**src/rtl/exc_commit_unit_pkg.sv**
```systemverilog
// Shared CPU defines for exception commit: cause indices, exception codes,
// redirect entry encodings and the commit FSM states.
package exc_commit_unit_pkg;

  localparam int EXC_NUM = 8;

  // mem_exc bit positions; bit 0 is the highest-priority pipeline cause
  localparam int IDX_REFETCH    = 0;
  localparam int IDX_TLB_REFILL = 1;
  localparam int IDX_TLB_INV    = 2;
  localparam int IDX_RI         = 3;
  localparam int IDX_SYSCALL    = 4;
  localparam int IDX_BREAK      = 5;
  localparam int IDX_OVERFLOW   = 6;
  localparam int IDX_ERET       = 7;

  localparam logic [4:0] EX_INT  = 5'h00;
  localparam logic [4:0] EX_TLBL = 5'h02;
  localparam logic [4:0] EX_ADEL = 5'h04;
  localparam logic [4:0] EX_SYS  = 5'h08;
  localparam logic [4:0] EX_BP   = 5'h09;
  localparam logic [4:0] EX_RI   = 5'h0a;
  localparam logic [4:0] EX_OV   = 5'h0c;
  localparam logic [4:0] EX_None = 5'h1f;

  localparam logic [1:0] IsNone      = 2'd0;
  localparam logic [1:0] IsException = 2'd1;
  localparam logic [1:0] IsEret      = 2'd2;
  localparam logic [1:0] IsRefetch   = 2'd3;

  // Priority-ordered cause vector: refetch, interrupt, misalign, mem_exc[1..]
  localparam int NCAUSE = EXC_NUM + 2;
  localparam int PRI_W  = 4;
  localparam logic [PRI_W-1:0] PRI_REFETCH    = 4'd0;
  localparam logic [PRI_W-1:0] PRI_INT        = 4'd1;
  localparam logic [PRI_W-1:0] PRI_MISALIGN   = 4'd2;
  localparam logic [PRI_W-1:0] PRI_TLB_REFILL = 4'(IDX_TLB_REFILL + 2);
  localparam logic [PRI_W-1:0] PRI_ERET       = 4'(IDX_ERET + 2);

  typedef enum logic [1:0] {S_IDLE, S_DRAIN, S_FLUSH, S_REDIRECT} state_e;

  function automatic logic [4:0] exc_code_of(input logic [PRI_W-1:0] pri);
    case (pri)
      PRI_REFETCH:                exc_code_of = EX_None;
      PRI_INT:                    exc_code_of = EX_INT;
      PRI_MISALIGN:               exc_code_of = EX_ADEL;
      4'(IDX_TLB_REFILL + 2),
      4'(IDX_TLB_INV + 2):        exc_code_of = EX_TLBL;
      4'(IDX_RI + 2):             exc_code_of = EX_RI;
      4'(IDX_SYSCALL + 2):        exc_code_of = EX_SYS;
      4'(IDX_BREAK + 2):          exc_code_of = EX_BP;
      4'(IDX_OVERFLOW + 2):       exc_code_of = EX_OV;
      default:                    exc_code_of = EX_None;
    endcase
  endfunction

endpackage

```
**src/rtl/exc_commit_unit_int_sync.sv**
```systemverilog
// Multi-flop synchronizer for asynchronous interrupt lines.
module int_sync #(
  parameter int W      = 1,
  parameter int STAGES = 2
) (
  input  logic         clk,
  input  logic         rst,
  input  logic [W-1:0] d,
  output logic [W-1:0] q
);

  logic [STAGES-1:0][W-1:0] ff;

  always_ff @(posedge clk) begin
    if (rst) ff <= '0;
    else     ff <= {ff[STAGES-2:0], d};
  end

  assign q = ff[STAGES-1];

endmodule

```
**src/rtl/exc_commit_unit.sv**
```systemverilog
// Exception/interrupt commit: picks the winning MEM-stage cause, drains,
// flushes the pipe and hands the vector target to fetch.
module exc_commit_unit
  import exc_commit_unit_pkg::*;
#(
  parameter int          NUM_HW_INT   = 6,
  parameter int          SYNC_STAGES  = 2,
  parameter int          FLUSH_CYCLES = 1,
  parameter logic [31:0] BOOT_BASE    = 32'hBFC00200
) (
  input  logic                  clk,
  input  logic                  rst,
  input  logic                  mem_valid,
  input  logic [31:0]           mem_pc,
  input  logic [EXC_NUM-1:0]    mem_exc,
  input  logic                  cp0_bev,
  input  logic                  cp0_exl,
  input  logic                  cp0_ie,
  input  logic                  cp0_iv,
  input  logic [NUM_HW_INT+1:0] cp0_im,
  input  logic [1:0]            cp0_ip_sw,
  input  logic [31:0]           cp0_ebase,
  input  logic [31:0]           cp0_epc,
  input  logic [NUM_HW_INT-1:0] hw_int,
  input  logic                  drain_busy,
  input  logic                  redirect_ready,
  output logic [NUM_HW_INT-1:0] hw_ip,
  output logic                  stall_mem,
  output logic                  exc_valid,
  output logic [4:0]            exc_code,
  output logic [1:0]            entry_sel,
  output logic                  flush,
  output logic                  redirect_valid,
  output logic [31:0]           redirect_pc
);

  localparam logic [1:0] CNT_LAST = 2'(FLUSH_CYCLES - 1);

  int_sync #(.W(NUM_HW_INT), .STAGES(SYNC_STAGES)) u_int_sync (
    .clk (clk),
    .rst (rst),
    .d   (hw_int),
    .q   (hw_ip)
  );

  state_e            st, st_nxt;
  logic [1:0]        cnt, cnt_nxt;
  logic [4:0]        code_q;
  logic [1:0]        entry_q;
  logic [31:0]       pc_q;

  logic              int_req, evt;
  logic [NCAUSE-1:0] cause;
  logic [PRI_W-1:0]  win;
  logic [4:0]        c_code;
  logic [1:0]        c_entry;
  logic [31:0]       c_tgt, base, off;

  assign int_req = mem_valid && (mem_pc != 32'd0) && cp0_ie && !cp0_exl &&
                   (|({hw_ip, cp0_ip_sw} & cp0_im));
  assign cause   = {mem_exc[EXC_NUM-1:1], (mem_pc[1:0] != 2'b00), int_req,
                    mem_exc[IDX_REFETCH]};
  assign evt     = (st == S_IDLE) && mem_valid && (|cause);

  // lowest set index of the priority-ordered vector wins
  always_comb begin
    win = '0;
    for (int i = NCAUSE - 1; i >= 0; i--)
      if (cause[i]) win = PRI_W'(i);
  end

  always_comb begin
    base = cp0_bev ? BOOT_BASE : cp0_ebase;
    off  = 32'h180;
    if (win == PRI_INT && cp0_iv)         off = 32'h200;
    if (win == PRI_TLB_REFILL && !cp0_exl) off = 32'h000;
    c_code  = exc_code_of(win);
    c_entry = IsException;
    c_tgt   = base + off;
    if (win == PRI_REFETCH) begin
      c_entry = IsRefetch;
      c_tgt   = mem_pc;
    end else if (win == PRI_ERET) begin
      c_entry = IsEret;
      c_tgt   = cp0_epc;
    end
  end

  always_ff @(posedge clk) begin
    if (rst) begin
      st      <= S_IDLE;
      cnt     <= 2'd0;
      code_q  <= EX_None;
      entry_q <= IsNone;
      pc_q    <= 32'd0;
    end else begin
      st  <= st_nxt;
      cnt <= cnt_nxt;
      if (evt) begin
        code_q  <= c_code;
        entry_q <= c_entry;
        pc_q    <= c_tgt;
      end
    end
  end

  always_comb begin
    st_nxt         = st;
    cnt_nxt        = cnt;
    exc_code       = code_q;
    entry_sel      = entry_q;
    redirect_pc    = pc_q;
    flush          = 1'b0;
    exc_valid      = 1'b0;
    redirect_valid = 1'b0;
    stall_mem      = (st != S_IDLE) || evt;
    case (st)
      S_IDLE: begin
        exc_code  = evt ? c_code  : EX_None;
        entry_sel = evt ? c_entry : IsNone;
        if (evt) st_nxt = drain_busy ? S_DRAIN : S_FLUSH;
      end
      S_DRAIN: if (!drain_busy) st_nxt = S_FLUSH;
      S_FLUSH: begin
        flush     = 1'b1;
        exc_valid = (cnt == 2'd0);
        if (cnt == CNT_LAST) begin
          cnt_nxt = 2'd0;
          st_nxt  = S_REDIRECT;
        end else begin
          cnt_nxt = cnt + 2'd1;
        end
      end
      S_REDIRECT: begin
        redirect_valid = 1'b1;
        if (redirect_ready) st_nxt = S_IDLE;
      end
      default: st_nxt = S_IDLE;
    endcase
  end

endmodule

```
**config.mk**
```make
export PLATFORM = sky130hd
export DESIGN_NAME = exc_commit_unit
export DESIGN_NICKNAME = d
export VERILOG_FILES = /design/src/rtl/exc_commit_unit_pkg.sv /design/src/rtl/exc_commit_unit_int_sync.sv /design/src/rtl/exc_commit_unit.sv
export SDC_FILE = /design/constraint.sdc
export NUM_CORES = 1
export LEC_CHECK = 0
export ABC_AREA = 1
export CORE_ASPECT_RATIO = 2
export CORE_MARGIN = 2
export CORE_UTILIZATION = 45
export DETAILED_ROUTE_END_ITERATION = 12
export GPL_ROUTABILITY_DRIVEN = 0
export PLACE_DENSITY = 0.85
export SYNTH_ARGS = -nofsm -noshare
export SYNTH_HDL_FRONTEND = slang
export SYNTH_SLANG_ARGS = --single-unit
```
**constraint.sdc**
```tcl
create_clock -name clk -period 5 [get_ports clk]
set_clock_uncertainty 0.15 [all_clocks]
set_input_delay 0.5 -clock clk [delete_from_list [all_inputs] [get_ports clk]]
set_output_delay 0.5 -clock clk [all_outputs]
set_load 0.02 [all_outputs]
```
# After elaboration in Yosys (flattened, before gate mapping)
# Memories as Yosys holds them, arrays and structs flattened.
# Cells that the tools add are included.
# W data, S select, Z words.
[op_classes] addsub=2 eq_ne=10 n_mux=31 n_bitwise=1 n_reduce_logical=19
[ops] operator="$mux W32" count=4
[ops] operator="$mux W4" count=10
[ops] operator="$add A32 B32 Y32" count=1
[ops] operator="$reduce_bool A32 Y1" count=1
[ops] operator="$mux W2" count=10
[ops] operator="$mux W10" count=1
[ops] operator="$mux W5" count=2
[ops] operator="$reduce_or A10 Y1" count=1
[ops] operator="$and A8 B8 Y8" count=1
[ops] operator="$logic_and A1 B1 Y1" count=8
[ops] operator="$ne A2 B2 Y1 const B" count=4
[ops] operator="$pmux W2 S4" count=1
[ops] operator="$reduce_or A8 Y1" count=1
[ops] operator="$eq A2 B2 Y1 const B" count=2
[ops] operator="$eq A4 B1 Y1 const B" count=1
[ops] operator="$eq A4 B2 Y1 const B" count=1
[ops] operator="$eq A4 B4 Y1 const B" count=1
[ops] operator="$logic_not A2 Y1" count=2
[ops] operator="$logic_not A4 Y1" count=1
[ops] operator="$reduce_and A4 Y1" count=1
[ops] operator="$reduce_bool A2 Y1" count=2
[ops] operator="$mux W1" count=3
[ops] operator="$add A2 B1 Y2 const B" count=1
[ops] operator="$eq A2 B1 Y1 const B" count=1
[ops] operator="other kinds (2)" count=2
[word_totals] reg_bits=55 rom_bits=80 in_bits=129 output_inout_bits=49 word_cells=71 n_memories=1
[memory_table] name="(name not given)" depth=16 word_bits=5 read_ports=1 rd_clocked_by_memory_dff=0 wr=0 line_no="exc_commit_unit_pkg.sv:43" text="case (pri)"

# Depth between registers and ports, before layout
# Gate-level depths: netlist of the first run.
[logic_depth] depth_word=17 mapped_depth=31 ltp_nobuf=30

# Modules after synthesis
# From an unflattened synthesis of the first run, not the netlist that was laid out.
[hier_totals] cells_unflattened=764 area_unflattened_um2=4591.9
[by_module_without_submodules] module="exc_commit_unit" n_inst=1 cells_each=721 area_per_inst_um2=4205.3 seq_area_each_um2=860.8
[by_module_without_submodules] module="int_sync" n_inst=1 cells_each=43 area_per_inst_um2=386.6 seq_area_each_um2=240.2

# Worst setup path after synthesis of the first run
# OpenSTA, ideal clock, no wires.
[synth_path] path_type="in2reg" start="input mem_pc[1]" end="register pc_q[23] (netlist: redirect_pc[23])" t_arrival_ps=3611 slack_ps=1130 cell_stages=31 path_buffers=1 path_cell_list="inv_2 nand2_2 nor2_1 nand2_1 nor2_2 nand2_2 nand2_8 nand2_1 nand2_1 inv_1 ha_1 clkbuf_1 nand3_1 nand2_1 inv_1 ha_1 inv_1 fa_1 inv_1 nand2_1 nand2_1 nand2_1 nor2_1 nand2_1 xor2_1 inv_1 nand2_1 nand3_1 nand3_1 nand2_1 inv_1"
[synth_via] elab_chain_len=14 elab_cells_between_ends=22
[synth_rtl] item="start: declaration" line_no="exc_commit_unit.sv:14" text="input logic [31:0] mem_pc,"
[synth_rtl] item="$reduce_bool A32 Y1" line_no="exc_commit_unit.sv:59" text="assign int_req = mem_valid && (mem_pc != 32'd0) && cp0_ie && !cp0_exl &&"
[synth_rtl] item="$logic_and A1 B1 Y1 (4 in a row)" line_no="exc_commit_unit.sv:59"
[synth_rtl] item="$mux W4 (2 in a row)" line_no="exc_commit_unit.sv:69" text="if (cause[i]) win = PRI_W'(i);"
[synth_rtl] item="$eq A4 B1 Y1" line_no="exc_commit_unit.sv:75" text="if (win == PRI_INT && cp0_iv) off = 32'h200;"
[synth_rtl] item="$logic_and A1 B1 Y1" line_no="exc_commit_unit.sv:75"
[synth_rtl] item="$mux W10" line_no="exc_commit_unit.sv:75"
[synth_rtl] item="$mux W32" line_no="exc_commit_unit.sv:76" text="if (win == PRI_TLB_REFILL && !cp0_exl) off = 32'h000;"
[synth_rtl] item="$add A32 B32 Y32" line_no="exc_commit_unit.sv:79" text="c_tgt = base + off;"
[synth_rtl] item="$mux W32" line_no="exc_commit_unit.sv:83" text="end else if (win == PRI_ERET) begin"
[synth_rtl] item="$mux W32" line_no="exc_commit_unit.sv:80" text="if (win == PRI_REFETCH) begin"
[synth_rtl] item="end signal: assignment" line_no="exc_commit_unit.sv:102" text="pc_q <= c_tgt;"
[synth_rtl] item="end: declaration" line_no="exc_commit_unit.sv:50" text="logic [31:0] pc_q;"
# Several ways; a longest one is shown, not always the timed one.
# A chain may end at the register's enable or synchronous reset.

# Worst setup path in the final report of the first run
[layout_path] start="input mem_pc[20]" end="register pc_q[23] (netlist: redirect_pc[23])"
[layout_via] elab_chain_len=14 elab_cells_between_ends=20
[layout_rtl] item="$reduce_bool A32 Y1 *" line_no="exc_commit_unit.sv:59"
[layout_rtl] item="$logic_and A1 B1 Y1 * (4 in a row)" line_no="exc_commit_unit.sv:59"
[layout_rtl] item="$mux W4 (2 in a row)" line_no="exc_commit_unit.sv:69"
[layout_rtl] item="$eq A4 B1 Y1" line_no="exc_commit_unit.sv:75"
[layout_rtl] item="$logic_and A1 B1 Y1" line_no="exc_commit_unit.sv:75"
[layout_rtl] item="$mux W10" line_no="exc_commit_unit.sv:75"
[layout_rtl] item="$mux W32" line_no="exc_commit_unit.sv:76"
[layout_rtl] item="$add A32 B32 Y32" line_no="exc_commit_unit.sv:79"
[layout_rtl] item="$mux W32" line_no="exc_commit_unit.sv:83"
[layout_rtl] item="$mux W32" line_no="exc_commit_unit.sv:80"
# Mark *: on every way between the ends. The rest lies on a longest branch, timed or not.

==> results of run 1 <==
## synthesized netlist by cell type (all sizes together) (2+ instances only)
master / instances
nand2: 208
inv: 130
nor2: 93
nand3: 71
dfxtp: 55
o21ai: 44
a21oi: 38
buf: 25
o211ai: 20
nand4: 17
ha: 14
clkbuf: 12
xor2: 11
nor3: 8
and2: 3
or2: 3
a31oi: 2
xnor2: 2
## power by group
part	internal, mW	switching (mW)	total (mW)
combinational	0.438	0.582	1.02
sequential	0.529	0.0485	0.578
clock	0.190	0.183	0.373
## final cells by class
type                            count  area [sq um]  area share (%)
Multi-Input combinational cell    539          2840            43.1
Timing Repair Buffer              184          1820            27.8
Sequential cell                    55          1100            16.8
Inverter                          131           492            7.48
Tap cell                          135           169            2.57
Clock buffer                        5           125            1.90
Clock inverter                      3          25.0           0.381
## cell families (layout without fill, tap and decap cells)
logic type                 count (synthesis)  in the layout  share of synthesized area, %
AOI/OAI and AO/OA                        107            107                          15.4
xor gates and xnor gates                  13             13                          2.44
adders and majority gates                 15             15                          4.19
buffers and inverters                    168            323                          15.5
DFF                                       55             55                          23.6
and+or+nand+nor                          404            404                          38.8
## path summary, 6_finish.rpt
path / startpoint / to / slack (ps)
max: mem_pc[20] / redirect_pc[23] / 610
min: u_int_sync.ff[3] / u_int_sync.q[3] / 250
max reg2reg: u_int_sync.q[4] / redirect_pc[23] / 1070
min reg2reg: u_int_sync.ff[3] / u_int_sync.q[3] / 250
## flip-flops by register name (all words and copies together), names as in the netlist
| register | cells |
|---|---|
| cnt | 2 |
| code_q | 5 |
| entry_q | 2 |
| redirect_pc | 32 |
| st | 2 |
| u_int_sync.ff | 6 |
| u_int_sync.q | 6 |
## metrics by stage
stage,hold slack (ps),instances
after CTS,258,1052
after global placement,239,1044
after detailed placement,245,1044
after floorplan,238,762
after global routing,280,1052
final,254,1052
## per-layer routing
layer,vias to the layer above,share of wire [%],GRT usage (%)
li1,2703,-,-
met3,75,4.5,3.36
met1,2405,34,26.4
met2,214,54,53.0
met5,-,0,0
met4,0,7.2,19.0
## worst min-delay path, cell delays in order, from the launching register on
cell	delay (ps)
dfxtp_1	300
inv_1	40
nor2_1	30
==> summary.md, run 1 <==
| Metric | Value |
|---|---|
| FF-to-FF path depth | `28` |
| Final HPWL DP | `12.4 mm` |
| Die H | `148 um` |
| VDD IR-drop max | `0.000181 V` |
| Clk sinks | `55` |
| Final hold violation count | `0` |
| Placed cell area | `6420 sq um` |
| Layout cells sized above 1 | `11.7%` |
| Cells after Synth | `762` |
| Clock root buffer | `clkbuf_16` |
| Hold Crit Class | `reg -> reg` |
| Starting Density | `46.2%` |
| Setup bufs post-CTS | `0` |
| Critical path buffers and inverters | `7` |
| Syn_nets | `906` |
| Mapped cell area | `4660 sq um` |
| Die area | `11200 sq um` |
| DIE WIDTH | `76.0 um` |
| Fmax | `0.228 GHz` |
| Slew margin rel. | `43.7%` |
| Outcome | `finished clean` |
| Critical path arrival | `4460 ps` |
| Routed WL | `15.4 mm` |
| CTS max path bufs | `2` |
| Worst-path clk slew | `90 ps` |
| Delay-heaviest family, CP | `simple AND/OR/NAND/NOR gates` |
| Crit path capture type | `flip-flop` |
| Core Area | `10100 sq um` |
| CTS tree | `built` |
| Minimum clock period | `4390 ps` |
| Top FF cell, synth | `dfxtp_1` |
| Final worst setup slack | `606 ps` |
| Most common cell after layout, fill and taps aside | `nand2_1` |
| Register area share after synthesis | `23.6%` |
| Largest net degree at the start of global routing | `47` |
| Least-Margin Pin Slew | `839 ps` |
| Total negative slack | `0 ps` |
| Initial antenna violation count | `0` |
| YS warnings | `0` |
| Mean post-synth cell area | `6.11 sq um` |
| Cell count of the worst hold path | `2` |
| First-pass GRT wire length | `24.9 mm` |
| Drt wl/cell | `14.6 um` |
| H-tree level count | `2` |
| CP Class | `in -> reg` |
| Finished Cell Area | `6570 sq um` |
| Cts repair resizes | `0` |
| PD cells | `300 nW/um^2` |
| Row count | `52` |
| Vias/cell | `5.13` |
| Worst path max stage delay | `460 ps` |
| Most frequent cells in the layout | `nand2_1, clkdlybuf4s50_1, inv_1, nor2_1, nand3_1` |
| Ant diodes | `0` |
| Iteration-0 DRC Markers | `283` |
| Layout Nets | `1060` |
| Critical path fanouts, max | `8` |
| 1st-pass router iterations | `5` |
| Tot Pwr | `1.97 mW` |
| Synth area leaders | `dfxtp_1, nand2_1, nand3_1, inv_1, nor2_1` |
| Final core utilization | `65.2%` |
| Num CTS Buffers | `5` |
| Most frequent CP cell | `nand2_1` |
| WP depth | `30` |
| CP required | `5070 ps` |
| Max-capacitance violation count | `0` |
| ANT nets after route | `0` |
| Post-synth EDFFs | `0` |
| Layout area overhead | `41.0%` |
| Setup violators final | `0` |
| Leakage | `3.04 nW` |
| Top cell type by total area after synthesis | `dfxtp_1` |
| Slowest-stage cell, CP | `clkdlybuf4s50_1` |
| FF+latch count, synth | `55` |
| Detailed-route DRC error count | `0` |
| Total GRT Usage | `27.4%` |
| Grt total ovfl | `0` |
| Io pins | `178` |
| Hold_buf cts | `0` |
| Synth cell types | `44` |
| Final worst-path cycle share | `87.9%` |
| RSZ-0062 raised after global routing | `no` |
| DP Worst Slack | `311 ps` |
| Slew Limit Fails | `0` |
| Clock latency at the later pin of the worst-skew pair | `300 ps` |
| Vias in the first global route | `5410` |
| Critical path startpoint category | `primary input` |
| Yosys top cell area share | `23.6%` |
| Via count | `5397` |
| Post-synth ARST share | `0%` |
| Filler cells | `906` |
| Port Buffer Count | `177` |
No activity file was read; power rests on OpenSTA's default activity.
==> run 2, diff against run 1 <==
--- a/config.mk
+++ b/config.mk
@@ -9,8 +9,8 @@
 export CORE_ASPECT_RATIO = 2
 export CORE_MARGIN = 2
 export CORE_UTILIZATION = 45
+export CTS_CLUSTER_SIZE = 24
 export DETAILED_ROUTE_END_ITERATION = 12
-export GPL_ROUTABILITY_DRIVEN = 0
 export PLACE_DENSITY = 0.85
 export SYNTH_ARGS = -nofsm -noshare
 export SYNTH_HDL_FRONTEND = slang
==> summary.md, run 2 (synthesis gave the netlist of run 1 again) <==
| Metric | Value |
|---|---|
| Outcome | `finished clean` |
| Hold_buf cts | `0 (unchanged)` |
| Port Buffer Count | `177 (unchanged)` |
| Final worst setup slack | `622 ps (+16.6 ps)` |
| Layout cells sized above 1 | `11.7% (unchanged)` |
| Grt total ovfl | `0 (unchanged)` |
| CTS max path bufs | `2 (unchanged)` |
| CP required | `5070 ps (about the same)` |
| Sequential power share | `29.2% (about the same)` |
| Critical path startpoint category | `primary input` |
| Via count | `5397 (unchanged)` |
| Delay-heaviest family, CP | `simple AND/OR/NAND/NOR gates` |
| Worst path max stage delay | `430 ps (-30 ps)` |
| Io pins | `178 (unchanged)` |
| Critical path arrival | `4440 ps (-20 ps)` |
| PD cells | `300 nW/um^2 (about the same)` |
| Layout area overhead | `41.1% (about the same)` |
| Clock root buffer | `clkbuf_16` |
| Net Sw Frac | `41.3% (about the same)` |
| Internal | `1.16 mW (about the same)` |
| Clk sinks | `55 (unchanged)` |
| Final hold violation count | `0 (unchanged)` |
| DIE WIDTH | `76.0 um (unchanged)` |
| Die area | `11200 sq um (unchanged)` |
| Combinational fraction of design power | `51.6% (about the same)` |
| Clock power share | `19.2% (+0.3 points)` |
| Largest net degree at the start of global routing | `47 (unchanged)` |
| Total negative slack | `0 ps (unchanged)` |
| Minimum clock period | `4380 ps (-16.6 ps)` |
| Total GRT Usage | `27.8% (+0.36 points)` |
| 1st-pass router iterations | `5 (unchanged)` |
| Setup bufs post-CTS | `0 (unchanged)` |
| Fmax | `0.228 GHz (+0.38%)` |
| Tot Pwr | `1.97 mW (about the same)` |
| Hold Crit Class | `reg -> reg` |
| ANT nets after route | `0 (unchanged)` |
| Max-capacitance violation count | `0 (unchanged)` |
| Setup violators final | `0 (unchanged)` |
| Routed WL | `15.7 mm (+2.0%)` |
| Critical path fanouts, max | `8 (unchanged)` |
| H-tree level count | `2 (unchanged)` |
| VDD IR-drop max | `0.000202 V (+11%)` |
| Drt wl/cell | `14.9 um (+2.0%)` |
| Reg area | `1100 sq um (unchanged)` |
| Detailed-route DRC error count | `0 (unchanged)` |
| RSZ-0062 raised after global routing | `no` |
| Placer Congestion | `1.03` |
| Iteration-0 DRC Markers | `294 (+3.9%)` |
| Slew Limit Fails | `0 (unchanged)` |
| Slowest-stage cell, CP | `clkdlybuf4s50_1` |
| Cts repair resizes | `0 (unchanged)` |
| Sw power | `814 uW (about the same)` |
| Layout Nets | `1060 (unchanged)` |
| Clock latency at the later pin of the worst-skew pair | `300 ps (about the same)` |
| Most frequent cells in the layout | `nand2_1, clkdlybuf4s50_1, inv_1, nor2_1, nand3_1` |
| Most common cell after layout, fill and taps aside | `nand2_1` |
| Slew margin rel. | `46.6% (+2.9 points)` |
| Ant diodes | `0 (unchanged)` |
| Least-Margin Pin Slew | `796 ps (-42.9 ps)` |
| Final worst-path cycle share | `87.6% (-0.33 points)` |
| Most frequent CP cell | `nand2_1` |
| Starting Density | `46.2% (unchanged)` |
| Critical path buffers and inverters | `8 (+1)` |
| Initial antenna violation count | `0 (unchanged)` |
| First-pass GRT wire length | `24.9 mm (+0.23%)` |
| DP Worst Slack | `326 ps (+15.3 ps)` |
| Vias/cell | `5.13 (unchanged)` |
| Filler cells | `929 (+2.5%)` |
| Max reg flops | `32 (unchanged)` |
| CP Class | `in -> reg` |
| Final HPWL DP | `12.6 mm (+1.8%)` |
| Multi-input logic area | `2840 sq um (unchanged)` |
| Vias in the first global route | `5381 (-0.54%)` |
| Crit path capture type | `flip-flop` |
| CTS tree | `built` |
| Worst-path clk slew | `90 ps (about the same)` |
| Core Area | `10100 sq um (unchanged)` |
| Row count | `52 (unchanged)` |
| Leakage | `3.04 nW (about the same)` |
| Num CTS Buffers | `5 (unchanged)` |
| Die H | `148 um (unchanged)` |
-- run 2: cell types whose count changed in the layout (fill, tap and decap cells not counted) --
cell | before | now
clkinv_4 | 0 | 1
inv_6 | 2 | 0
inv_8 | 0 | 1
-- run 2: worst reg2reg max path: cells and delay by family (launching register included) --
kind | cells | cell delay (ps)
fa+ha+maj | 3 | 820
flops | 1 | 320
xor+xnor | 1 | 150
compound gates | 1 | 140
simple gates | 17 | 1870
buf+inv | 6 | 420
-- run 2: power groups by stage --
stage	Combinational, mW	Sequential [mW]	Clock, mW
after floorplan	0.559	0.654	0
after global placement	1.01	0.582	0
after detailed placement	1.02	0.584	0
after CTS	1.02	0.575	0.383
after global routing	1.11	0.586	0.398
final	1.02	0.575	0.378
-- run 2: layout make-up --
class / count / area share (%)
Timing Repair Buffer: 184 / 27.8
Sequential cell: 55 / 16.7
Multi-Input combinational cell: 539 / 43.1
Tap cell: 135 / 2.57
Clock inverter: 3 / 0.419
Clock buffer: 5 / 1.90
Inverter: 131 / 7.48
-- run 2: metal layers --
layer  routed length, um  vias up  track usage, %
met1                5120     2388            25.9
met5                   0        -               0
li1                    -     2706               -
met3                 765       73            3.36
met4                1290        0            22.4
met2                8480      230            53.2
-- run 2: through the flow --
step           cell area (sq um)  std cells  utilization (%)  hold slack (ps)
3_5_place_dp                6420       1044             63.7              245
6_report                    6570       1052             65.2              253
3_3_place_gp                6420       1044             63.7              240
5_1_grt                     6570       1052             65.2              270
2_1_floorplan               4660        762                -              238
4_1_cts                     6570       1052             65.2              255
-- run 2: worst paths after layout --
path / startpoint / end / slack, ps / cells after the start
worst min-delay path: u_int_sync.ff[1] / u_int_sync.q[1] / 250 / 2
worst min register to register: u_int_sync.ff[1] / u_int_sync.q[1] / 250 / 2
worst max-delay path: mem_pc[0] / redirect_pc[23] / 620 / 31
worst max register to register: u_int_sync.q[3] / redirect_pc[23] / 1060 / 28
